<file path="src/rtl/sd_cmd_pkg.sv">
// Shared constants and types for the SD command response path.
// Frame lengths, CRC7 polynomial, CRC ranges and receiver states.
package sd_cmd_pkg;

   localparam int SHORT_BITS     = 48;
   localparam int LONG_BITS      = 136;
   localparam int BITS_COUNTER   = 8;
   localparam int TIMEOUT_CYCLES = 64;
   localparam int TIMER_BITS     = 7;

   localparam logic [6:0] CRC7_POLY = 7'h09;

   // Indices (arrival order) covered by CRC7
   localparam int SHORT_CRC_LO = 0;
   localparam int SHORT_CRC_HI = 39;
   localparam int LONG_CRC_LO  = 8;
   localparam int LONG_CRC_HI  = 127;

   typedef enum logic [1:0] {
      ST_IDLE,
      ST_WAIT_START,
      ST_RECEIVE,
      ST_DONE
   } rx_state_e;

endpackage

</file>
<file path="src/rtl/sd_cmd_response_receiver_if.sv">
// Handshake bundle between command controller and response receiver.
// master = controller side, slave = receiver side.
interface sd_cmd_response_receiver_if;
   import sd_cmd_pkg::*;

   logic                 start;
   logic                 long_resp;
   logic                 check_crc;
   logic                 cmd_in;
   logic [LONG_BITS-1:0] resp;
   logic                 busy;
   logic                 done;
   logic                 crc_err;
   logic                 frame_err;
   logic                 timeout;

   modport master (
      output start, long_resp, check_crc, cmd_in,
      input  resp, busy, done, crc_err, frame_err, timeout
   );

   modport slave (
      input  start, long_resp, check_crc, cmd_in,
      output resp, busy, done, crc_err, frame_err, timeout
   );

endinterface

</file>
<file path="src/rtl/sd_crc7.sv">
// Serial CRC7 (x^7+x^3+1), MSB-first, with synchronous clear.
// Shared by the command frame builder and the response receiver.
module sd_crc7
   import sd_cmd_pkg::*;
(
   input  logic       clk,
   input  logic       reset,
   input  logic       clr,
   input  logic       en,
   input  logic       bit_in,
   output logic [6:0] crc
);

   logic [6:0] crc_q, crc_d;
   logic       fb;

   always_comb begin
      crc_d = crc_q;
      fb    = bit_in ^ crc_q[6];
      if (clr) begin
         crc_d = '0;
      end else if (en) begin
         crc_d = {crc_q[5:0], 1'b0} ^ (fb ? CRC7_POLY : 7'h00);
      end
   end

   always_ff @(posedge clk or posedge reset) begin
      if (reset) crc_q <= '0;
      else       crc_q <= crc_d;
   end

   assign crc = crc_q;

endmodule

</file>
<file path="src/rtl/sd_cmd_response_receiver.sv">
// SD CMD-line response receiver: waits for start bit, captures
// a 48/136-bit frame, checks CRC7 and framing, flags timeout.
module sd_cmd_response_receiver
   import sd_cmd_pkg::*;
(
   input logic                       clk,
   input logic                       reset,
   sd_cmd_response_receiver_if.slave bus
);

   rx_state_e               state_q, state_d;
   logic [BITS_COUNTER-1:0] idx_q, idx_d;
   logic [TIMER_BITS-1:0]   timer_q, timer_d;
   logic [LONG_BITS-1:0]    resp_q, resp_d;
   logic busy_q, busy_d;
   logic done_q, done_d;
   logic crc_err_q, crc_err_d;
   logic frame_err_q, frame_err_d;
   logic timeout_q, timeout_d;
   logic long_q, long_d;
   logic chk_q, chk_d;

   logic                    crc_clr, crc_en;
   logic [6:0]              crc;
   logic [BITS_COUNTER-1:0] lo_idx, hi_idx, last_idx;
   logic [2:0]              crc_sel;
   logic                    in_crc, in_cmp;

   assign lo_idx   = long_q ? BITS_COUNTER'(LONG_CRC_LO)
                            : BITS_COUNTER'(SHORT_CRC_LO);
   assign hi_idx   = long_q ? BITS_COUNTER'(LONG_CRC_HI)
                            : BITS_COUNTER'(SHORT_CRC_HI);
   assign last_idx = long_q ? BITS_COUNTER'(LONG_BITS - 1)
                            : BITS_COUNTER'(SHORT_BITS - 1);
   assign in_crc   = (idx_q >= lo_idx) && (idx_q <= hi_idx);
   assign in_cmp   = (idx_q > hi_idx) && (idx_q < last_idx);
   // First received CRC bit (hi+1) maps to crc[6]; mod-8 math suffices
   assign crc_sel  = hi_idx[2:0] + 3'd7 - idx_q[2:0];

   always_comb begin
      state_d     = state_q;
      idx_d       = idx_q;
      timer_d     = timer_q;
      resp_d      = resp_q;
      busy_d      = busy_q;
      done_d      = 1'b0;
      crc_err_d   = crc_err_q;
      frame_err_d = frame_err_q;
      timeout_d   = timeout_q;
      long_d      = long_q;
      chk_d       = chk_q;
      crc_clr     = 1'b0;
      crc_en      = 1'b0;
      unique case (state_q)
         ST_IDLE, ST_DONE: begin
            state_d = ST_IDLE;
            if (bus.start) begin
               long_d      = bus.long_resp;
               chk_d       = bus.check_crc;
               resp_d      = '0;
               crc_err_d   = 1'b0;
               frame_err_d = 1'b0;
               timeout_d   = 1'b0;
               crc_clr     = 1'b1;
               timer_d     = '0;
               idx_d       = '0;
               busy_d      = 1'b1;
               state_d     = ST_WAIT_START;
            end
         end
         ST_WAIT_START: begin
            if (!bus.cmd_in) begin
               resp_d[0] = 1'b0;
               idx_d     = BITS_COUNTER'(1);
               crc_en    = (lo_idx == '0);
               state_d   = ST_RECEIVE;
            end else if (timer_q == TIMER_BITS'(TIMEOUT_CYCLES - 1)) begin
               timeout_d = 1'b1;
               busy_d    = 1'b0;
               done_d    = 1'b1;
               state_d   = ST_DONE;
            end else begin
               timer_d = timer_q + 1'b1;
            end
         end
         ST_RECEIVE: begin
            resp_d[idx_q] = bus.cmd_in;
            crc_en        = in_crc;
            if (idx_q == BITS_COUNTER'(1) && bus.cmd_in)
               frame_err_d = 1'b1;
            if (in_cmp && chk_q && (bus.cmd_in != crc[crc_sel]))
               crc_err_d = 1'b1;
            if (idx_q == last_idx) begin
               if (!bus.cmd_in) frame_err_d = 1'b1;
               busy_d  = 1'b0;
               done_d  = 1'b1;
               state_d = ST_DONE;
            end else begin
               idx_d = idx_q + 1'b1;
            end
         end
      endcase
   end

   always_ff @(posedge clk or posedge reset) begin
      if (reset) begin
         state_q     <= ST_IDLE;
         idx_q       <= '0;
         timer_q     <= '0;
         resp_q      <= '0;
         busy_q      <= 1'b0;
         done_q      <= 1'b0;
         crc_err_q   <= 1'b0;
         frame_err_q <= 1'b0;
         timeout_q   <= 1'b0;
         long_q      <= 1'b0;
         chk_q       <= 1'b0;
      end else begin
         state_q     <= state_d;
         idx_q       <= idx_d;
         timer_q     <= timer_d;
         resp_q      <= resp_d;
         busy_q      <= busy_d;
         done_q      <= done_d;
         crc_err_q   <= crc_err_d;
         frame_err_q <= frame_err_d;
         timeout_q   <= timeout_d;
         long_q      <= long_d;
         chk_q       <= chk_d;
      end
   end

   sd_crc7 u_crc (
      .clk    (clk),
      .reset  (reset),
      .clr    (crc_clr),
      .en     (crc_en),
      .bit_in (bus.cmd_in),
      .crc    (crc)
   );

   assign bus.resp      = resp_q;
   assign bus.busy      = busy_q;
   assign bus.done      = done_q;
   assign bus.crc_err   = crc_err_q;
   assign bus.frame_err = frame_err_q;
   assign bus.timeout   = timeout_q;

endmodule

</file>
<file path="src/flat_wrapper.sv">
// flat-port wrapper written by rule: the top's interface ports become plain ports
module sd_cmd_response_receiver_flat import sd_cmd_pkg::*;
  (clk, reset, bus_start, bus_long_resp, bus_check_crc, bus_cmd_in, bus_resp, bus_busy, bus_done, bus_crc_err, bus_frame_err, bus_timeout);
  sd_cmd_response_receiver_if bus_i ();
  input logic clk;
  input logic reset;
  input wire logic [$bits(bus_i.start)-1:0] bus_start;
  input wire logic [$bits(bus_i.long_resp)-1:0] bus_long_resp;
  input wire logic [$bits(bus_i.check_crc)-1:0] bus_check_crc;
  input wire logic [$bits(bus_i.cmd_in)-1:0] bus_cmd_in;
  output wire logic [$bits(bus_i.resp)-1:0] bus_resp;
  output wire logic [$bits(bus_i.busy)-1:0] bus_busy;
  output wire logic [$bits(bus_i.done)-1:0] bus_done;
  output wire logic [$bits(bus_i.crc_err)-1:0] bus_crc_err;
  output wire logic [$bits(bus_i.frame_err)-1:0] bus_frame_err;
  output wire logic [$bits(bus_i.timeout)-1:0] bus_timeout;
  assign bus_i.start = bus_start;
  assign bus_i.long_resp = bus_long_resp;
  assign bus_i.check_crc = bus_check_crc;
  assign bus_i.cmd_in = bus_cmd_in;
  assign bus_resp = bus_i.resp;
  assign bus_busy = bus_i.busy;
  assign bus_done = bus_i.done;
  assign bus_crc_err = bus_i.crc_err;
  assign bus_frame_err = bus_i.frame_err;
  assign bus_timeout = bus_i.timeout;
  sd_cmd_response_receiver u_core (.clk(clk), .reset(reset), .bus(bus_i));
endmodule
</file>
<file path="config.mk">
export PLATFORM = sky130hd
export DESIGN_NAME = sd_cmd_response_receiver_flat
export DESIGN_NICKNAME = d
export VERILOG_FILES = /design/src/rtl/sd_cmd_pkg.sv /design/src/rtl/sd_cmd_response_receiver_if.sv /design/src/rtl/sd_crc7.sv /design/src/rtl/sd_cmd_response_receiver.sv /design/src/flat_wrapper.sv
export SDC_FILE = /design/constraint.sdc
export NUM_CORES = 1
export LEC_CHECK = 0
export ABC_AREA = 1
export BUFFER_PORTS_ARGS = -buffer_cell sky130_fd_sc_hd__buf_2
export CORE_MARGIN = 2
export CORE_UTILIZATION = 60
export DETAILED_ROUTE_END_ITERATION = 8
export GPL_TIMING_DRIVEN = 0
export HOLD_SLACK_MARGIN = 0.1
export PLACE_DENSITY = 0.84
export SETUP_SLACK_MARGIN = 0.3
export SLEW_MARGIN = 15
export SYNTH_ARGS = -nofsm -noshare
export SYNTH_HDL_FRONTEND = slang
export SYNTH_SLANG_ARGS = --single-unit
</file>
<file path="constraint.sdc">
create_clock -name clk -period 9.7 [get_ports clk]
set_clock_uncertainty 0.15 [all_clocks]
set_input_delay 0.485 -clock clk [delete_from_list [all_inputs] [get_ports clk]]
set_output_delay 0.485 -clock clk [all_outputs]
set_load 0.02 [all_outputs]
</file>
======== Yosys cells after proc, flatten, opt, wreduce, memory -nomap -nowiden ========
Cells that the tools add are included.
Widths: inputs -> output; s select.
word-level totals
  logic and storage cells ................. 114
  memories kept ........................... 0
  bits in read-only memories .............. 0
  bits in writable memories ............... 0
  register bits ........................... 167
  bits in latches ......................... 0
cells by class
  multipliers ............................. 0
  shift operators ......................... 0
  bitwise gates (word level) .............. 2
  reductions and logical operators ........ 21
  divide/modulo/power cells ............... 0
  add/subtract/negate cells ............... 4
  multiplexer cells ....................... 51
  eq/ne operators ......................... 16
  $lt $le $gt $ge ......................... 7
operators with widths
  operator             count
  $pmux 135 s2         1
  $bwmux 136           1
  $mux 136             1
  $mux 7               6
  $mux 8               4
  $pmux 8 s3           1
  $mux 1               21
  $pmux 7 s2           1
  $reduce_and 4->1     3
  $ne 2x2->1 const B   5
  $pmux 1 s2           5
  $lt 8x9->1 const B   1
  $add 8x1->8 const B  1
  $demux 1 s8          1
  $eq 8x1->1 const B   1
  $eq 8x8->1           1
  $ge 8x1->1 const B   1
  $ge 8x8->1           1
  $gt 8x8->1           1
  $le 8x8->1           1
  $logic_not 8->1      1
  $lt 8x8->1           1
  $mux 4               2
  $reduce_and 2->1     4
  other kinds (21)     35

======== Logic depth before layout (Yosys ltp) ========
Gate-level depths: netlist (run 1).
  depth after elaboration ................. 9
  mapped depth ............................ 12
  mapped depth without buffers ............ 12

======== Hierarchy ========
A second synthesis (run 1) with hierarchy kept.
unflattened totals
  cells, all modules ...................... 1241
  area total of the unflattened synthesis .. 9178.8 µm²
by module, submodules not included
  module                    area an instance (µm²)  times used  seq. area each (µm²)  cells an instance
  sd_cmd_response_receiver  8857.2                  1           4003.8                1202
  sd_crc7                   321.6                   1           175.2                 39

======== Least setup slack after synthesis (run 1) ========
No wires, ideal clock.
  kind .................................... register -> register
  from .................................... reg u_core.long_q
  to ...................................... reg u_core.idx_q[0]
  library setup time ...................... 0.127 ns
  path slack .............................. 7.833 ns
  stages on the path, launching flop included .. 12
  arrival ................................. 1.589 ns
  buffers on the path ..................... 1
  period minus slack after synthesis ...... 1.867 ns
  cell sequence ........................... dfrtp_1 -> inv_1 -> ha_1 -> inv_1 -> nand3_1 -> nor3_2 -> nand2_1 -> nand2_2 -> inv_2 -> buf_4 -> nand3_1 -> o21ai_1
between the ends
  cells in the longest elaborated chain, start to end .. 4
RTL lines
  what                        RTL line                         source
  from (decl)                 sd_cmd_response_receiver.sv:20   logic long_q, long_d;
  from (signal assigned)      sd_cmd_response_receiver.sv:128  long_q <= long_d;
  $mux 8                      sd_cmd_response_receiver.sv:33   assign last_idx = long_q ? BITS_COUNTER'(LONG_BITS - 1)
  $eq 8x8->1                  sd_cmd_response_receiver.sv:93   if (idx_q == last_idx) begin
  $ne 2x2->1 (no line)        n/a
  $reduce_and 3->1 (no line)  n/a
  to (signal assigned)        sd_cmd_response_receiver.sv:120  idx_q <= idx_d;
  to (decl)                   sd_cmd_response_receiver.sv:12   logic [BITS_COUNTER-1:0] idx_q, idx_d;
Every way passes these cells.
A chain may end at the register's enable or synchronous reset.

======== Worst setup path after layout (run 1) ========
  from .................................... reg u_core.idx_q[0]
  to ...................................... reg u_core.resp_q[108], in the netlist u_core.bus.resp[108]
between the ends
  cells in the longest elaborated chain, start to end .. 6
RTL lines
  what                                                                   RTL line                         source
  $lt 8x9->1 (implied by the code) / $ge 8x1->1 (equally long branches)  sd_cmd_response_receiver.sv:87   resp_d[idx_q] = bus.cmd_in;
  $logic_and 1x1->1 (implied by the code)                                sd_cmd_response_receiver.sv:87
  $mux 1 (implied by the code)                                           sd_cmd_response_receiver.sv:87
  $demux 1 s8 (*)                                                        n/a
  $bwmux 136 (*)                                                         sd_cmd_response_receiver.sv:87
  $pmux 135 s2 (*)                                                       sd_cmd_response_receiver.sv:54   unique case (state_q)
  to (signal assigned)                                                   sd_cmd_response_receiver.sv:122  resp_q <= resp_d;
  to (decl)                                                              sd_cmd_response_receiver.sv:14   logic [LONG_BITS-1:0] resp_q, resp_d;
Every way passes the cells marked *; elsewhere a longest branch is shown, timed or not.

==> impl_metrics.csv, run 1 <==
group,metric,value,unit
global_route,grt_pass1_vias,8204,
sta,setup_tns,0,ns
logic_synthesis,syn_nets,1121,
place,place_area,9661,um2
detailed_routing,drc,0,
logic_synthesis,yosysSeqAreaShare,0.4818,
sta,rsz0062_at_grt,"no",
cells_and_area,nets,1287,
setup_path,r2r_cells,9,
place,dp_hpwl,17.83,mm
logic_synthesis,postSynthCellCount,1101,
power_and_ir_drop,p_leak,5.293,nW
detailed_routing,first_iter_violations,1150,
logic_synthesis,synth_warnings,0,
detailed_routing,viasPerCell,5.942,
cells_and_area,stdcell_count,1459,
clocking,htreeDepth,4,
setup_path,startpoint_type,"flop",
floorplanning,dieArea,15440,um2
detailed_routing,wire_per_inst,17.84,um
place,gp_congestion,0.9593,
sta,relSlewSlack,0.5609,
detailed_routing,vias,8669,
setup_path,crit_path_end_kind,"flop",
sta,drv_slew,0,
setup_path,cp.arrival,2.72,ns
place,numPortBuffers,145,
job,max_cap_viol_count,0,
clocking,cts_root_buf,"clkbuf_16",
global_route,grt_first_pass_wirelength,42.01,mm
detailed_routing,ant_nets,0,
setup_path,cp_data_required_time,9.86,ns
detailed_routing,postRouteWirelength,26.03,mm
floorplanning,boundaryPins,147,
cells_and_area,filler_cell_count,1095,
global_route,grt_overflow,0,
min_path,hold_path.class,"input pin to flop",
cells_and_area,layout-drive-gt1-share,0.1845,
floorplanning,rows,43,
run_status,status,"complete, no violations",
place,placed_cells,1427,
sta,hold_slack,0.1327,ns
cells_and_area,syn2layout_area_growth,18.03,%
sta,finalSetupViolations,0,
clocking,clkSinkCount,167,
setup_path,path_class,"flop to flop",
cells_and_area,stdcell_area,10240,um2
global_route,grt_max_degree,87,
sta,min_period,2.560,ns
logic_synthesis,synthDistinctLibCells,31,
floorplanning,start_util,0.6201,
logic_synthesis,avgSynthCellArea,7.879,um2
global_route,grt_usage,0.3396,
clocking,clkLatencyLatePin,0.44,ns
clocking,cts_tree,"done",
power_and_ir_drop,power_density,251.2,nW/um2
clocking,clockBufferDepth,2,
detailed_routing,first_pass_iters,6,
floorplanning,die_w,124.2,um
cells_and_area,n_antenna_cell,0,
sta,tightest_slew,0.6587,ns
setup_path,crit_path_max_fanout,8,
min_path,worst_hold_path.num_cells,2,
logic_synthesis,syn_area,8675,um2
power_and_ir_drop,max-vdd-ir-drop,0.0001708,V
floorplanning,fp.coreArea,13990,um2
clocking,path_clk_slew,0.06,ns
clocking,cts_setup_buffers,0,
logic_synthesis,synth-seq-cells,167,
clocking,numCtsBuffers,17,
global_route,antenna_found_initial,0,
sta,hold_violations,0,
sta,max_freq,390.7,MHz
sta,period_share,0.2639,
floorplanning,fp.dieH,124.2,um
worst max-delay path, stage by stage (launching register included):
cell     delay [ns]
dfrtp_1        0.48
inv_1          0.26
ha_1           0.31
inv_1          0.07
nor2_1         0.41
inv_1          0.32
o21ai_0        0.24
nand2_1        0.07
nand2_1        0.06
o31ai_1        0.06
timing repair:
action | in CTS | in global routing
hold buffers | 1 | 0
endpoints found under the hold margin | 81 | 0
resized for setup | 0 | 0
final timing paths:
check	endpoint	start	slack (ns)
max	u_core.bus.resp[108]	u_core.idx_q[0]	7.14
min in group asynchronous	u_core.bus.done	reset	0.51
max in group asynchronous	u_core.bus.resp[98]	reset	8.09
min reg2reg	u_core.bus.resp[50]	u_core.bus.resp[50]	0.33
max reg2reg	u_core.bus.resp[108]	u_core.idx_q[0]	7.14
min	u_core.chk_q	bus_check_crc	0.13
registers in the layout, summed over array words and instances (netlist names), 2 cells and up:
signal and count:
u_core.idx_q 8, u_core.bus.resp 136, u_core.timer_q 7, u_core.state_q 2, u_core.u_crc.crc 7
cell usage after synthesis, drive strengths merged:
cell type	n	area, um2
clkinv	1	3.750
nor2	28	115.1
or2	3	18.77
mux2	1	11.26
o31ai	86	645.6
nor3	4	30.03
dfrtp	167	4179
xor2	3	26.28
xnor2	1	8.760
o21ai	110	550.5
o211ai	1	7.510
o22ai	44	275.3
buf	42	216.5
nand2	320	1219
nand3b	1	7.510
nand3	59	295.3
inv	127	476.7
nand4	2	12.51
clkbuf	32	121.4
a21oi	55	279.0
ha	14	175.2
final cells by class:
type,count,area (um2),area share
flip-flops and latches,167,4179,0.4082
multi-input cells,732,3677,0.3592
inverters,128,488.0,0.04766
plain buffers,74,337.8,0.03300
well taps,180,225.2,0.02200
clock inverters,7,66.31,0.006477
clock buffers,24,501.7,0.04900
repair buffers,147,763.2,0.07454
kinds of logic after synthesis:
| kind of cell | share of synthesized area |
|---|---|
| simple gates | 0.1957 |
| compound gates | 0.2027 |
| buf+inv | 0.09433 |
| flops | 0.4818 |
| fa+ha+maj | 0.02019 |
| xor+xnor | 0.004039 |
| mux | 0.001298 |
power breakdown:
part / switching, mW / internal [mW]
registers: 0.0252 / 0.727
logic: 0.816 / 0.345
clock network: 0.273 / 0.385
cell usage in the layout (no fill, tap or decap), types with 8 or more instances in the layout:
master	instances
nor2_1	26
o31ai_1	86
nand3_1	59
inv_2	8
o21ai_0	104
buf_2	174
clkbuf_1	33
inv_1	118
a21oi_1	54
clkbuf_16	17
o22ai_1	44
nand2_1	313
dfrtp_1	167
ha_1	14
layer usage:
metal,GRT usage,vias to the layer above,part of all wire
met5,0,-,0
met4,0.1659,0,0.044
met3,0.06971,109,0.10
met2,0.5194,564,0.45
met1,0.4648,4005,0.40
li1,-,3991,-
per-stage QoR:
step / power (mW) / util / worst slack [ns]
floorplan: 1.617 / - / 4.547
global placement: 1.850 / 0.6881 / 2.736
detailed placement: 1.879 / 0.6906 / 7.274
CTS: 2.541 / 0.7319 / 7.248
global route: 2.746 / 0.7319 / 7.017
finish: 2.572 / 0.7319 / 7.140
No activity file was read; power rests on OpenSTA's default activity.
==> run 2: changes to the inputs <==
CORE_UTILIZATION = 57   (was 60)
PLACE_DENSITY = 0.81   (was 0.84)
clock period = 2.4 ns   (was 9.7 ns; I/O delays follow)
==> run 2 against run 1 <==
  * Non-clock buffer count increased by 23
  * Fmax grew 20%
  * Critical path type unchanged
  * Clock-buffer cell count is 5 lower
  * Critical endpoint is now u_core.bus.resp[96]
  * Wire length grew 4.6%
  * Hold slack gained 0.18 ns
  * Via count up 2.4%
  * Core utilization decreased by 0.36 points
  * Power rose to 4.4 times the previous value
  * Worst setup slack worse by 6.9 ns
==> impl_metrics.csv, run 2 (same netlist as run 1, synthesis figures left out) <==
group,metric,value,unit
run_status,status,"complete, no violations",
power_and_ir_drop,power_density,1042,nW/um2
clocking,htreeDepth,4,
job,max_cap_viol_count,0,
min_path,worstHoldStart,"bus_check_crc",
setup_path,crit_path_end_kind,"flop",
floorplanning,start_util,0.5770,
power_and_ir_drop,totalPowerFinal,11.41,mW
setup_path,startpoint,"u_core.state_q[0]",
detailed_routing,first_pass_iters,5,
global_route,antenna_found_initial,0,
cells_and_area,regArea,4183,um2
setup_path,path_class,"flop to flop",
detailed_routing,postRouteWirelength,27.23,mm
clocking,cts_tree,"done",
power_and_ir_drop,p_leak,5.541,nW
sta,finalSetupViolations,0,
floorplanning,die_w,127.4,um
detailed_routing,drc,0,
setup_path,cp.arrival,2.30,ns
sta,period_share,0.8876,
detailed_routing,ant_nets,0,
cells_and_area,filler_cell_count,1094,
cells_and_area,n_antenna_cell,0,
sta,hold_slack,0.3077,ns
cells_and_area,multi_input_area,3979,um2
cells_and_area,final_common_cell,"nand2_1",
floorplanning,fp.coreArea,15030,um2
clocking,cts_root_buf,"clkbuf_16",
floorplanning,fp.dieH,127.4,um
sta,rsz0062_at_grt,"yes",
clocking,clkLatencyLatePin,0.44,ns
global_route,grt_overflow,0,
sta,min_period,2.130,ns
sta,hold_violations,0,
sta,drv_slew,0,
cells_and_area,post-route-util,0.7283,
global_route,grt_max_degree,38,
cells_and_area,layout-drive-gt1-share,0.2563,
place,gp_congestion,0.9416,
clocking,path_clk_slew,0.07,ns
cells_and_area,nets,1310,
sta,tightest_slew,0.5869,ns
setup_path,cp_data_required_time,2.57,ns
setup_path,crit_path_max_fanout,10,
detailed_routing,first_iter_violations,1018,
cells_and_area,largest_reg_flops,136,
place,numPortBuffers,145,
cells_and_area,syn2layout_area_growth,26.22,%
setup_path,regToRegStartpoint,"u_core.state_q[0]",
setup_path,startpoint_type,"flop",
cells_and_area,layout_common_cells,"nand2_1 (306), dfrtp_1 (164), buf_2 (161), inv_1 (110), o21ai_0 (98)",
clocking,clkSinkCount,167,
detailed_routing,viasPerCell,5.953,
min_path,hold_path.class,"input pin to flop",
floorplanning,rows,45,
floorplanning,boundaryPins,147,
global_route,grt_usage,0.3255,
sta,relSlewSlack,0.6087,
detailed_routing,wire_per_inst,18.27,um
sta,max_freq,469.4,MHz
floorplanning,dieArea,16220,um2
global_route,grt_first_pass_wirelength,41.35,mm
detailed_routing,vias,8876,
clocking,numCtsBuffers,17,
clocking,clockBufferDepth,2,
power_and_ir_drop,max-vdd-ir-drop,0.0007720,V
global_route,grt_pass1_vias,8023,
place,dp_hpwl,18.28,mm
run 2: cell types whose count changed in the layout (fill, tap and decap cells not counted), sizes merged:
cell	delta
buf	+15
bufinv	+2
inv	+1
clkinvlp	+3
dlygate4sd3	+5
clkbuf	-2
run 2: power breakdown:
group / internal (mW) / switching (mW)
Clock: 1.71 / 1.20
Sequential: 2.94 / 0.0998
Combinational: 1.89 / 3.57
run 2: worst paths after layout:
kind,endpoint,slack [ns],cells past startpoint
hold reg to reg,u_core.bus.resp[109],0.33,2
setup / recovery,u_core.bus.resp[96],0.27,11
max in group asynchronous,u_core.bus.resp[126],0.61,7
hold / removal,u_core.chk_q,0.31,3
setup reg to reg,u_core.bus.resp[96],0.27,11
min in group asynchronous,u_core.chk_q,0.60,4
run 2: what timing repair did:
item	CTS	global route
resized for setup	37	105
setup endpoints to repair	125	154
endpoints found under the hold margin	150	0
gates cloned	0	0
pin swaps	0	3
hold buffers	6	0
setup buffers	2	12
run 2: metrics by stage:
stage | setup slack, ns | std cells | cell area (um2) | TNS, ns
after global routing | 0.1636 | 1491 | 10950 | 0
after CTS | 0.2627 | 1479 | 10530 | 0
after floorplan | 0.003248 | 1101 | 8678 | 0
final | 0.2698 | 1491 | 10950 | 0
after detailed placement | 0.02507 | 1439 | 9739 | 0
after global placement | -1.014 | 1434 | 9639 | -168.22
run 2: metal layers:
layer,wire (um),share of wire,global-route usage,vias to the layer above
met5,0,0,0,-
met4,1261,0.046,0.1655,0
met3,2510,0.092,0.06826,108
met2,12730,0.47,0.5058,548
met1,10730,0.39,0.4353,4166
li1,-,-,-,4054
run 2: layout make-up:
cell class | count | share of cell area
multi-input cells | 732 | 0.3634
clock buffers | 19 | 0.04137
inverters | 128 | 0.04479
clock inverters | 13 | 0.01554
repair buffers | 170 | 0.09050
well taps | 188 | 0.02148
flip-flops and latches | 167 | 0.3820
plain buffers | 74 | 0.04091
run 2: critical path: stages (launching register included):
cell     delay, ns
dfrtp_1       0.40
inv_1         0.12
ha_4          0.15
buf_6         0.15
inv_2         0.09
nand2_1       0.11
nand2_4       0.12
inv_2         0.11
buf_6         0.15
nand3_1       0.10
o21ai_0       0.26
inv_1         0.10
==> run 3: changes to the inputs <==
CTS_BUF_LIST = sky130_fd_sc_hd__clkbuf_8 sky130_fd_sc_hd__clkbuf_16   (was not set)
REMOVE_ABC_BUFFERS = 1   (was not set)
==> run 3 against run 2 <==
  * Sequential power barely moved
  * Highest routed layer unchanged
  * Critical path type unchanged
  * Critical endpoint is now u_core.idx_q[5]
  * First-iteration DRC count fell by 3.2%
  * Global-route usage fell by 0.77 points
==> impl_metrics.csv, run 3 (same netlist as run 1, synthesis figures left out) <==
group,metric,value,unit
floorplanning,die_w,127.4,um
cells_and_area,n_antenna_cell,0,
setup_path,cp_data_required_time,2.58,ns
place,numPortBuffers,146,
detailed_routing,viasPerCell,6.038,
setup_path,path_class,"flop to flop",
global_route,grt_pass1_vias,7843,
setup_path,crit_path_end_kind,"flop",
cells_and_area,largest_reg_flops,136,
min_path,hold_path.class,"input pin to asynchronous set/reset pin",
detailed_routing,wire_per_inst,18.49,um
sta,min_period,2.064,ns
run_status,status,"complete, no violations",
floorplanning,fp.dieH,127.4,um
floorplanning,boundaryPins,147,
sta,setup_tns,0,ns
cells_and_area,syn2layout_area_growth,22.20,%
floorplanning,dieArea,16220,um2
setup_path,crit_slowest_cell,"dfrtp_2",
setup_path,slowest_delay,0.48,ns
power_and_ir_drop,p_leak,5.395,nW
setup_path,crit_path_max_fanout,7,
cells_and_area,post-route-util,0.7051,
power_and_ir_drop,totalPowerFinal,11.15,mW
sta,relSlewSlack,0.6397,
cells_and_area,stdcell_count,1424,
sta,rsz0062_at_grt,"yes",
detailed_routing,drc,0,
global_route,antenna_found_initial,0,
place,dp_hpwl,15.12,mm
detailed_routing,first_pass_iters,8,
setup_path,startpoint,"u_core.idx_q[3]",
setup_path,cp.arrival,2.25,ns
setup_path,worstPathCellList,"ha_1 > inv_1 > nand3_1 > nor3_2 > nand2_1 > nand2_2 > buf_4 > o21ai_0 > nand2_1 > inv_1",
cells_and_area,nets,1245,
global_route,grt_max_degree,108,
sta,finalSetupViolations,0,
setup_path,regToRegStartpoint,"u_core.idx_q[3]",
global_route,grt_first_pass_wirelength,40.82,mm
clocking,clkSinkCount,167,
clocking,clockBufferDepth,2,
setup_path,startpoint_type,"flop",
floorplanning,rows,45,
sta,hold_slack,0.1055,ns
cells_and_area,final_common_cell,"nand2_1",
place,placed_cells,1366,
clocking,cts_tree,"done",
floorplanning,start_util,0.5770,
clocking,htreeDepth,4,
global_route,grt_usage,0.3178,
clocking,path_clk_slew,0.07,ns
floorplanning,fp.coreArea,15030,um2
cells_and_area,layout_common_cells,"nand2_1 (300), dfrtp_1 (163), buf_2 (146), inv_1 (112), o21ai_0 (99)",
clocking,clkLatencyLatePin,0.44,ns
detailed_routing,ant_nets,0,
place,place_area,9463,um2
sta,max_freq,484.4,MHz
sta,period_share,0.8602,
power_and_ir_drop,max-vdd-ir-drop,0.0009293,V
detailed_routing,first_iter_violations,985,
cells_and_area,layout-drive-gt1-share,0.2217,
cells_and_area,stdcell_area,10600,um2
detailed_routing,postRouteWirelength,26.32,mm
sta,hold_violations,0,
clocking,cts_root_buf,"clkbuf_16",
place,pre_cts_ws,-0.8908,ns
sta,tightest_slew,0.5404,ns
power_and_ir_drop,power_density,1052,nW/um2
sta,drv_slew,0,
global_route,grt_overflow,0,
sta,setup_ws,0.3356,ns
detailed_routing,vias,8598,
clocking,numCtsBuffers,17,
job,max_cap_viol_count,0,
place,gp_congestion,0.8597,
## run 3: what timing repair did
item | in CTS | in global routing
hold buffers | 6 | 0
setup buffers | 4 | 12
pin swaps | 1 | 7
gates cloned | 5 | 1
endpoints found under the hold margin | 183 | 0
setup endpoints to repair | 154 | 138
resized for setup | 44 | 40
## run 3: worst paths after layout
check                      slack (ns)  cells after the start                    to
min in group clk                 0.33                      2  u_core.bus.resp[115]
max                              0.34                     10       u_core.idx_q[5]
min reg2reg                      0.33                      2  u_core.bus.resp[115]
max reg2reg                      0.34                     10       u_core.idx_q[5]
max in group asynchronous        1.11                      4       u_core.idx_q[3]
min                              0.11                      3     u_core.timer_q[4]
## run 3: per-layer routing
layer  track usage  vias to the layer above  part of all wire
li1              -                     3915                 -
met1        0.4350                     4063              0.39
met2        0.5049                      530              0.47
met3       0.05444                       90             0.099
met4        0.1345                        0             0.034
met5             0                        -                 0
## run 3: final cells by class
type	count	area, um2
fillers	1131	4433
multi-input cells	734	3946
inverters	128	531.8
repair buffers	176	1154
flip-flops and latches	167	4184
clock inverters	11	87.58
well taps	188	235.2
clock buffers	19	452.9
repair inverters	1	8.758
## run 3: worst max-delay path: cells and delay by family (launching register included)
| kind | cells | cell delay, ns |
|---|---|---|
| compound gates | 1 | 0.07 |
| flops | 1 | 0.48 |
| simple gates | 5 | 0.69 |
| buf+inv | 3 | 0.25 |
| fa+ha+maj | 1 | 0.33 |
## run 3: power breakdown
group          internal [mW]  switching, mW  leakage, nW
logic                   1.83           3.70         2.81
clock network           1.45           1.12        0.270
registers               2.94          0.103         2.31
